`src/rtl/core_sequencer.sv`:
```
// Multi-cycle FETCH/DECODE/EXECUTE/MEM/WB control FSM for the RV32I core.
// Drives memory handshakes, IR latch, RF write, PC update and retire count.
module core_sequencer #(
   parameter int MEM_TIMEOUT = 255,
   parameter int TIMEOUT_W   = 8
) (
   input  logic        clk,
   input  logic        rst,
   input  logic        run,
   output logic        imem_req,
   input  logic        imem_ack,
   output logic        ir_load,
   input  logic        dec_reg_write,
   input  logic        dec_mem_read,
   input  logic        dec_mem_write,
   input  logic        dec_branch,
   input  logic        dec_jump,
   input  logic        dec_illegal,
   input  logic        branch_taken,
   output logic        dmem_req,
   output logic        dmem_we,
   input  logic        dmem_ack,
   output logic        rf_write,
   output logic        pc_write,
   output logic [1:0]  pc_sel,
   output logic        retire,
   output logic [31:0] instret,
   output logic        fault,
   output logic [2:0]  state
);

   typedef enum logic [2:0] {
      IDLE    = 3'd0,
      FETCH   = 3'd1,
      DECODE  = 3'd2,
      EXECUTE = 3'd3,
      MEM     = 3'd4,
      WB      = 3'd5,
      FAULT   = 3'd6
   } state_t;

   localparam logic [TIMEOUT_W-1:0] WAIT_LAST =
      TIMEOUT_W'(MEM_TIMEOUT - 1);

   state_t               st;
   logic [TIMEOUT_W-1:0] wait_cnt;
   logic                 r_reg_write;
   logic                 r_mem_acc;
   logic                 r_mem_write;
   logic                 r_branch;
   logic                 r_jump;
   logic                 r_br_taken;

   always_ff @(posedge clk or posedge rst) begin
      if (rst) begin
         st          <= IDLE;
         wait_cnt    <= '0;
         instret     <= '0;
         r_reg_write <= 1'b0;
         r_mem_acc   <= 1'b0;
         r_mem_write <= 1'b0;
         r_branch    <= 1'b0;
         r_jump      <= 1'b0;
         r_br_taken  <= 1'b0;
      end else begin
         case (st)
            IDLE: begin
               if (run) begin
                  st       <= FETCH;
                  wait_cnt <= '0;
               end
            end
            FETCH: begin
               // an ack on the final wait cycle still wins over the timeout
               if (imem_ack)
                  st <= DECODE;
               else if (wait_cnt == WAIT_LAST)
                  st <= FAULT;
               else
                  wait_cnt <= wait_cnt + 1'b1;
            end
            DECODE: begin
               r_reg_write <= dec_reg_write;
               r_mem_acc   <= dec_mem_read | dec_mem_write;
               r_mem_write <= dec_mem_write;
               r_branch    <= dec_branch;
               r_jump      <= dec_jump;
               st          <= dec_illegal ? FAULT : EXECUTE;
            end
            EXECUTE: begin
               r_br_taken <= r_branch & branch_taken;
               if (r_mem_acc) begin
                  st       <= MEM;
                  wait_cnt <= '0;
               end else begin
                  st <= WB;
               end
            end
            MEM: begin
               if (dmem_ack)
                  st <= WB;
               else if (wait_cnt == WAIT_LAST)
                  st <= FAULT;
               else
                  wait_cnt <= wait_cnt + 1'b1;
            end
            WB: begin
               instret <= instret + 32'd1;
               if (run) begin
                  st       <= FETCH;
                  wait_cnt <= '0;
               end else begin
                  st <= IDLE;
               end
            end
            FAULT:   st <= FAULT;
            default: st <= FAULT;
         endcase
      end
   end

   logic in_wb;

   assign in_wb    = (st == WB);
   assign imem_req = (st == FETCH);
   assign ir_load  = imem_req & imem_ack;
   assign dmem_req = (st == MEM);
   assign dmem_we  = dmem_req & r_mem_write;
   assign rf_write = in_wb & r_reg_write;
   assign pc_write = in_wb;
   assign retire   = in_wb;
   assign pc_sel   = !in_wb    ? 2'b00 :
                     r_jump     ? 2'b10 :
                     r_br_taken ? 2'b01 : 2'b00;
   assign fault    = (st == FAULT);
   assign state    = st;

endmodule
```
`config.mk`:
```
export PLATFORM = sky130hd
export DESIGN_NAME = core_sequencer
export DESIGN_NICKNAME = d
export VERILOG_FILES = /design/src/rtl/core_sequencer.sv
export SDC_FILE = /design/constraint.sdc
export NUM_CORES = 1
export LEC_CHECK = 0
export ABC_AREA = 1
export CORE_UTILIZATION = 52
export DETAILED_ROUTE_END_ITERATION = 8
export GPL_TIMING_DRIVEN = 0
export PLACE_DENSITY_LB_ADDON = 0.12
export SYNTH_ARGS = -nofsm -noshare
export SYNTH_HDL_FRONTEND = slang
export SYNTH_SLANG_ARGS = --single-unit
```
`constraint.sdc`:
```
create_clock -name clk -period 1.7 [get_ports clk]
set_input_delay 0.34 -clock clk [delete_from_list [all_inputs] [get_ports clk]]
set_output_delay 0.34 -clock clk [all_outputs]
set_load 0.005 [all_outputs]
```
**Word-level counts from Yosys, hierarchy flattened**

Index checks and enable logic that the tools add are counted.
W data, S select, Z words.

- Add/subtract/negate cells: 2
- Multipliers: 0
- Divide/modulo/power cells: 0
- Magnitude comparators: 0
- Eq/ne operators: 12
- Shifts and indexed selects: 0
- Muxes and demuxes: 17
- Bitwise operators: 5
- Reduce and logical (&&, ||, !) cells: 4

Operator list:

| operator | number |
|---|---|
| $mux W8 | 5 |
| $add A32 B1 Y32 const B | 1 |
| $pmux W8 S4 | 1 |
| $pmux W3 S6 | 1 |
| $mux W3 | 5 |
| $eq A3 B3 Y1 const B | 3 |
| $add A8 B1 Y8 const B | 1 |
| $eq A8 B8 Y1 const B | 1 |
| $ne A2 B2 Y1 const B | 4 |
| $eq A3 B2 Y1 const B | 2 |
| $reduce_and A5 Y1 | 1 |
| $and A1 B1 Y1 | 4 |
| $mux W2 | 2 |
| $reduce_bool A4 Y1 | 1 |
| $eq A3 B1 Y1 const B | 1 |
| $logic_not A3 Y1 | 1 |
| $mux W1 | 3 |
| $ne A2 B1 Y1 const B | 1 |
| $reduce_or A2 Y1 | 1 |
| $or A1 B1 Y1 | 1 |

- Flip-flop bits (word level): 49
- Bits in latches: 0
- Memory bits (writable): 0
- Memory bits (read-only): 0
- Output and inout port bits: 45
- Memories kept: 0

**Longest topological paths before layout**

- Depth in word-level cells: 4
- Mapped depth: 10
- Gate-level depth less buffers: 9

**Least setup slack after synthesis**

Ideal clock, no wire load.

- Path kind: register to register
- Start: register st[1], in the netlist state[1]
- End: register instret[17]
- Setup time: 0.117 ns
- Data arrival time: 1.379 ns
- Path slack: 0.203 ns
- Cell stages (with the launch flop): 10
- Path buffers: 1
- Period minus slack after synthesis: 1.497 ns
- Path through: dfrtp_1 > buf_4 > inv_2 > nand2_1 > nor2_4 > nand4_2 > nor2_2 > nand2_1 > nand2_1 > nand2_1

- Word-level cells in the longest chain between the ends: 1

RTL lines:

| item | RTL line | RTL |
|---|---|---|
| start: declaration | 45 | `state_t st;` |
| start signal: assignment | 88 | `st <= dec_illegal ? FAULT : EXECUTE;` |
| $eq A3 B3 Y1 | -- |  |
| via pc_write | 24 | `output logic pc_write,` |
| end signal: assignment | 108 | `instret <= instret + 32'd1;` |
| end: declaration | 27 | `output logic [31:0] instret,` |

The timed path passes the listed nets, and every way through them passes these cells.
A chain may end at the register's enable or synchronous reset.

**Worst setup path after layout**

- Start: register st[0], in the netlist state[0]
- End: output state[0]

RTL lines:

| item | RTL line | RTL |
|---|---|---|
| end: declaration | 29 | `output logic [2:0] state` |

No word-level cell between the ends.

==> flow_metrics.py <==
metrics = {
    "run_status": {
        "result_of_the_run": "finished, final reports clean",
    },
    "flow_run": {
        "max-cap-violations": 0,
    },
    "floorplan": {
        "placeableCoreArea_um2": 5240,
        "floorplan.initialDensity": 0.554,
        "rows": 26,
        "floorplan.die_area_um2": 5880,
        "boundaryPins": 57,
        "die-height_um": 76.7,
        "floorplan.die.width_um": 76.7,
    },
    "final_layout": {
        "antenna-diode-count": 0,
        "layout.area.seq_um2": 1230,
        "layout.nets": 509,
        "post_route_cells_drive_above_1_share": 0.174,
        "multi_input_area_um2": 1630,
        "synthToLayoutAreaGrowth_pct": 36.6,
        "utilization": 0.757,
        "filler_cell_count": 403,
    },
    "clock_tree": {
        "clock_tree.root_cell": "sky130_fd_sc_hd__clkbuf_8",
        "cts_sinks": 49,
        "cts_tree": "yes",
        "cts_max_level": 2,
        "clkSlewWorstSetupHoldPaths_ns": 0.09,
        "cts_buffers": 5,
        "cts_buffer_depth": 2,
        "insertion_delay_to_the_later_sink_of_the_worst_skew_pair_ns": 0.30,
    },
    "detailed_routing": {
        "first_iter_violations": 210,
        "drt_drc_violations_left": 0,
        "finalWirelength_um": 7380,
        "drt_pre_antenna_iters": 4,
        "wl_per_instance_um": 13.1,
        "routed_via_density": 5.19,
        "vias": 2928,
        "final_antenna_net_count": 0,
    },
    "setup_path": {
        "type_of_element_capturing_the_critical_path": "primary output",
        "worst_path_dominant_cell_family": "buffers and inverters",
        "crit_type": "flop to primary output",
        "cpPeakStageDelay_ns": 0.50,
        "crit_path_top_delay_cell": "sky130_fd_sc_hd__clkdlybuf4s50_1",
        "worstPathCellList": "buf_4 > clkdlybuf4s50_1",
        "reg2reg_setup_slack_ns": 0.05,
        "worst-endpoint-required_ns": 1.36,
        "cp.buffers_inverters": 2,
        "setup.worst_path.start_class": "flop",
        "worst-path-max-fanout": 3,
        "crit_arrival_ns": 1.33,
        "crit_start": "state[0]$_DFFE_PP0P_",
        "critical_register_to_register_path_startpoint": "wait_cnt[0]$_DFFE_PP0P_",
    },
    "sta": {
        "setup_ws_ns": 0.0322,
        "max_clock_freq_mhz": 600,
        "worst_slew_margin_rel": 0.627,
        "final-setup-viol-count": 0,
        "rsz0062_at_grt": "yes",
        "finClkSkew_ns": 0.00777,
        "maxSlewViolCount": 0,
        "tightestPinTransition_ns": 0.558,
        "fin_crit_sh": 0.981,
        "timing.final.crit_period_ns": 1.67,
        "timing_hold_violations_final": 0,
        "worst_hold_slack_after_final_layout_ns": 0.402,
    },
    "yosys": {
        "muxShareOfSynthArea": 0,
        "synthesized_cell_area_um2": 2900,
        "synth.net_count": 421,
        "ys_ff_latch": 49,
        "post_syn_instances": 406,
        "synth.yosys.warnings": 0,
        "synth_xor_xnor_area_share": 0.0574,
        "main_combinational_cell_family_by_area_after_synthesis": "simple AND/OR/NAND/NOR gates",
        "synth-compound-area-share": 0.0358,
        "syn-mean-instance-area_um2": 7.14,
        "synth_cell_type_count": 28,
        "post-synth-top-area-fraction": 0.423,
        "synth_seq_area_share": 0.423,
        "basic_gate_share_of_the_synthesized_area_counting_and_or_nand_and_nor_cells": 0.409,
        "yosysTopAreaCell": "sky130_fd_sc_hd__dfrtp_1",
        "fraction_of_the_mapped_netlist_area_in_adder_cells": 0.0129,
        "synth.top_cells.by_area": "sky130_fd_sc_hd__dfrtp_1 42%, sky130_fd_sc_hd__nand2_1 20%, sky130_fd_sc_hd__nor2_1 7.5%, sky130_fd_sc_hd__nand3_1 5.3%, sky130_fd_sc_hd__inv_1 4.9%",
    },
    "place": {
        "port_buffers": 56,
        "dp_hpwl_um": 4900,
        "placement.setup.worst_slack_ns": -0.447,
        "finalWeightedCongestion": 0.858,
    },
    "grt": {
        "overflow": 0,
        "largest_net_degree_at_the_start_of_global_routing": 26,
        "first_global_vias": 2714,
        "grt_first_pass_wirelength_um": 11900,
        "antenna_found_initial": 0,
        "global_route.usage.total": 0.252,
    },
    "power": {
        "vdd_ir_drop_max_v": 0.00108,
        "total_power_divided_by_cell_area_nw_per_um2": 1060,
        "leakage_uw": 0.00181,
        "total_power_uw": 4210,
    },
    "worst_hold_path": {
        "hp-class": "primary input to async pin",
    },
}
-- kinds of logic after synthesis --
logic type | Yosys count
AO/OA/AOI/OAI | 19
XOR/XNOR | 19
adder cells (fa/ha/maj) | 3
buffers and inverters | 46
flip-flops | 49
AND/OR/NAND/NOR | 270
-- registers in the layout, indices dropped and copies added (netlist names) --
| signal | cells |
|---|---|
| r_br_taken | 1 |
| instret | 32 |
| r_mem_write | 1 |
| r_reg_write | 1 |
| wait_cnt | 8 |
| r_mem_acc | 1 |
| state | 3 |
| r_branch | 1 |
| r_jump | 1 |
-- routing by layer --
layer | vias to the layer above | track usage | wire, um | share of wire
met5 | - | 0 | 0 | 0
met3 | 16 | 0.0369 | 303 | 0.041
met2 | 97 | 0.450 | 3940 | 0.53
met1 | 1373 | 0.302 | 2990 | 0.41
li1 | 1442 | - | - | -
met4 | 0 | 0.102 | 149 | 0.020
-- placed cells by master (no fill, tap or decap), types with 4 or more instances in the layout --
| cell type | n |
|---|---|
| sky130_fd_sc_hd__nand2_1 | 145 |
| sky130_fd_sc_hd__nor2_1 | 54 |
| sky130_fd_sc_hd__dfrtp_1 | 47 |
| sky130_fd_sc_hd__clkdlybuf4s50_1 | 44 |
| sky130_fd_sc_hd__inv_1 | 36 |
| sky130_fd_sc_hd__nand3_1 | 29 |
| sky130_fd_sc_hd__buf_4 | 22 |
| sky130_fd_sc_hd__xnor2_1 | 11 |
| sky130_fd_sc_hd__o21ai_0 | 9 |
| sky130_fd_sc_hd__nor2_4 | 8 |
| sky130_fd_sc_hd__xor2_1 | 8 |
| sky130_fd_sc_hd__buf_6 | 6 |
| sky130_fd_sc_hd__nand2_2 | 6 |
| sky130_fd_sc_hd__clkbuf_8 | 6 |
| sky130_fd_sc_hd__nor2_2 | 5 |
| sky130_fd_sc_hd__nand2_4 | 4 |
| sky130_fd_sc_hd__nor3_1 | 4 |
| sky130_fd_sc_hd__clkbuf_2 | 4 |
| sky130_fd_sc_hd__buf_2 | 4 |
-- worst paths after layout --
kind | end | cells after the start
worst max-delay path | state[0] | 2
worst min-delay path | instret[18]$_DFFE_PP0P_ | 2
worst max register to register | state[0]$_DFFE_PP0P_ | 8
worst min register to register | r_branch$_DFFE_PP0N_ | 2
max in group asynchronous | state[2]$_DFFE_PP0P_ | 3
min in group clk | r_branch$_DFFE_PP0N_ | 2
-- what timing repair did --
item / in CTS / in global routing
cloned: 0 / 1
pin swaps: 4 / 11
hold buffers: 0 / 0
setup buffers: 15 / 9
setup endpoints to repair: 21 / 34
resized for setup: 44 / 34
-- Yosys cell counts (all sizes together) --
library cell	n
nand2	155
nor2	67
dfrtp	49
inv	42
nand3	33
o21ai	12
xnor2	11
xor2	8
nor3	7
nand4	5
a21oi	3
buf	3
ha	3
o21bai	3
nand3b	2
clkbuf	1
nor3b	1
o22ai	1
-- where the power goes --
| group | internal [uW] | total (uW) | switching [uW] |
|---|---|---|---|
| registers | 1360 | 1540 | 178 |
| logic | 905 | 1980 | 1070 |
| clock network | 324 | 696 | 373 |
| total | 2590 | 4210 | 1620 |
-- layout make-up --
| cell class | instances | share of cell area |
|---|---|---|
| well taps | 70 | 0.0221 |
| plain buffers | 3 | 0.00600 |
| inverters | 42 | 0.0429 |
| flip-flops and latches | 49 | 0.310 |
| repair buffers | 81 | 0.187 |
| multi-input cells | 312 | 0.410 |
| clock buffers | 7 | 0.0218 |
-- through the flow --
stage,cell area [um^2],std cells,TNS (ns)
finish,3960,564,0
global placement,3550,532,-41.12
global route,3960,564,-0.0959
floorplan,2900,406,0
detailed placement,3570,533,-2.14
CTS,3810,555,-0.164
Power figures use the tool's default switching activity.
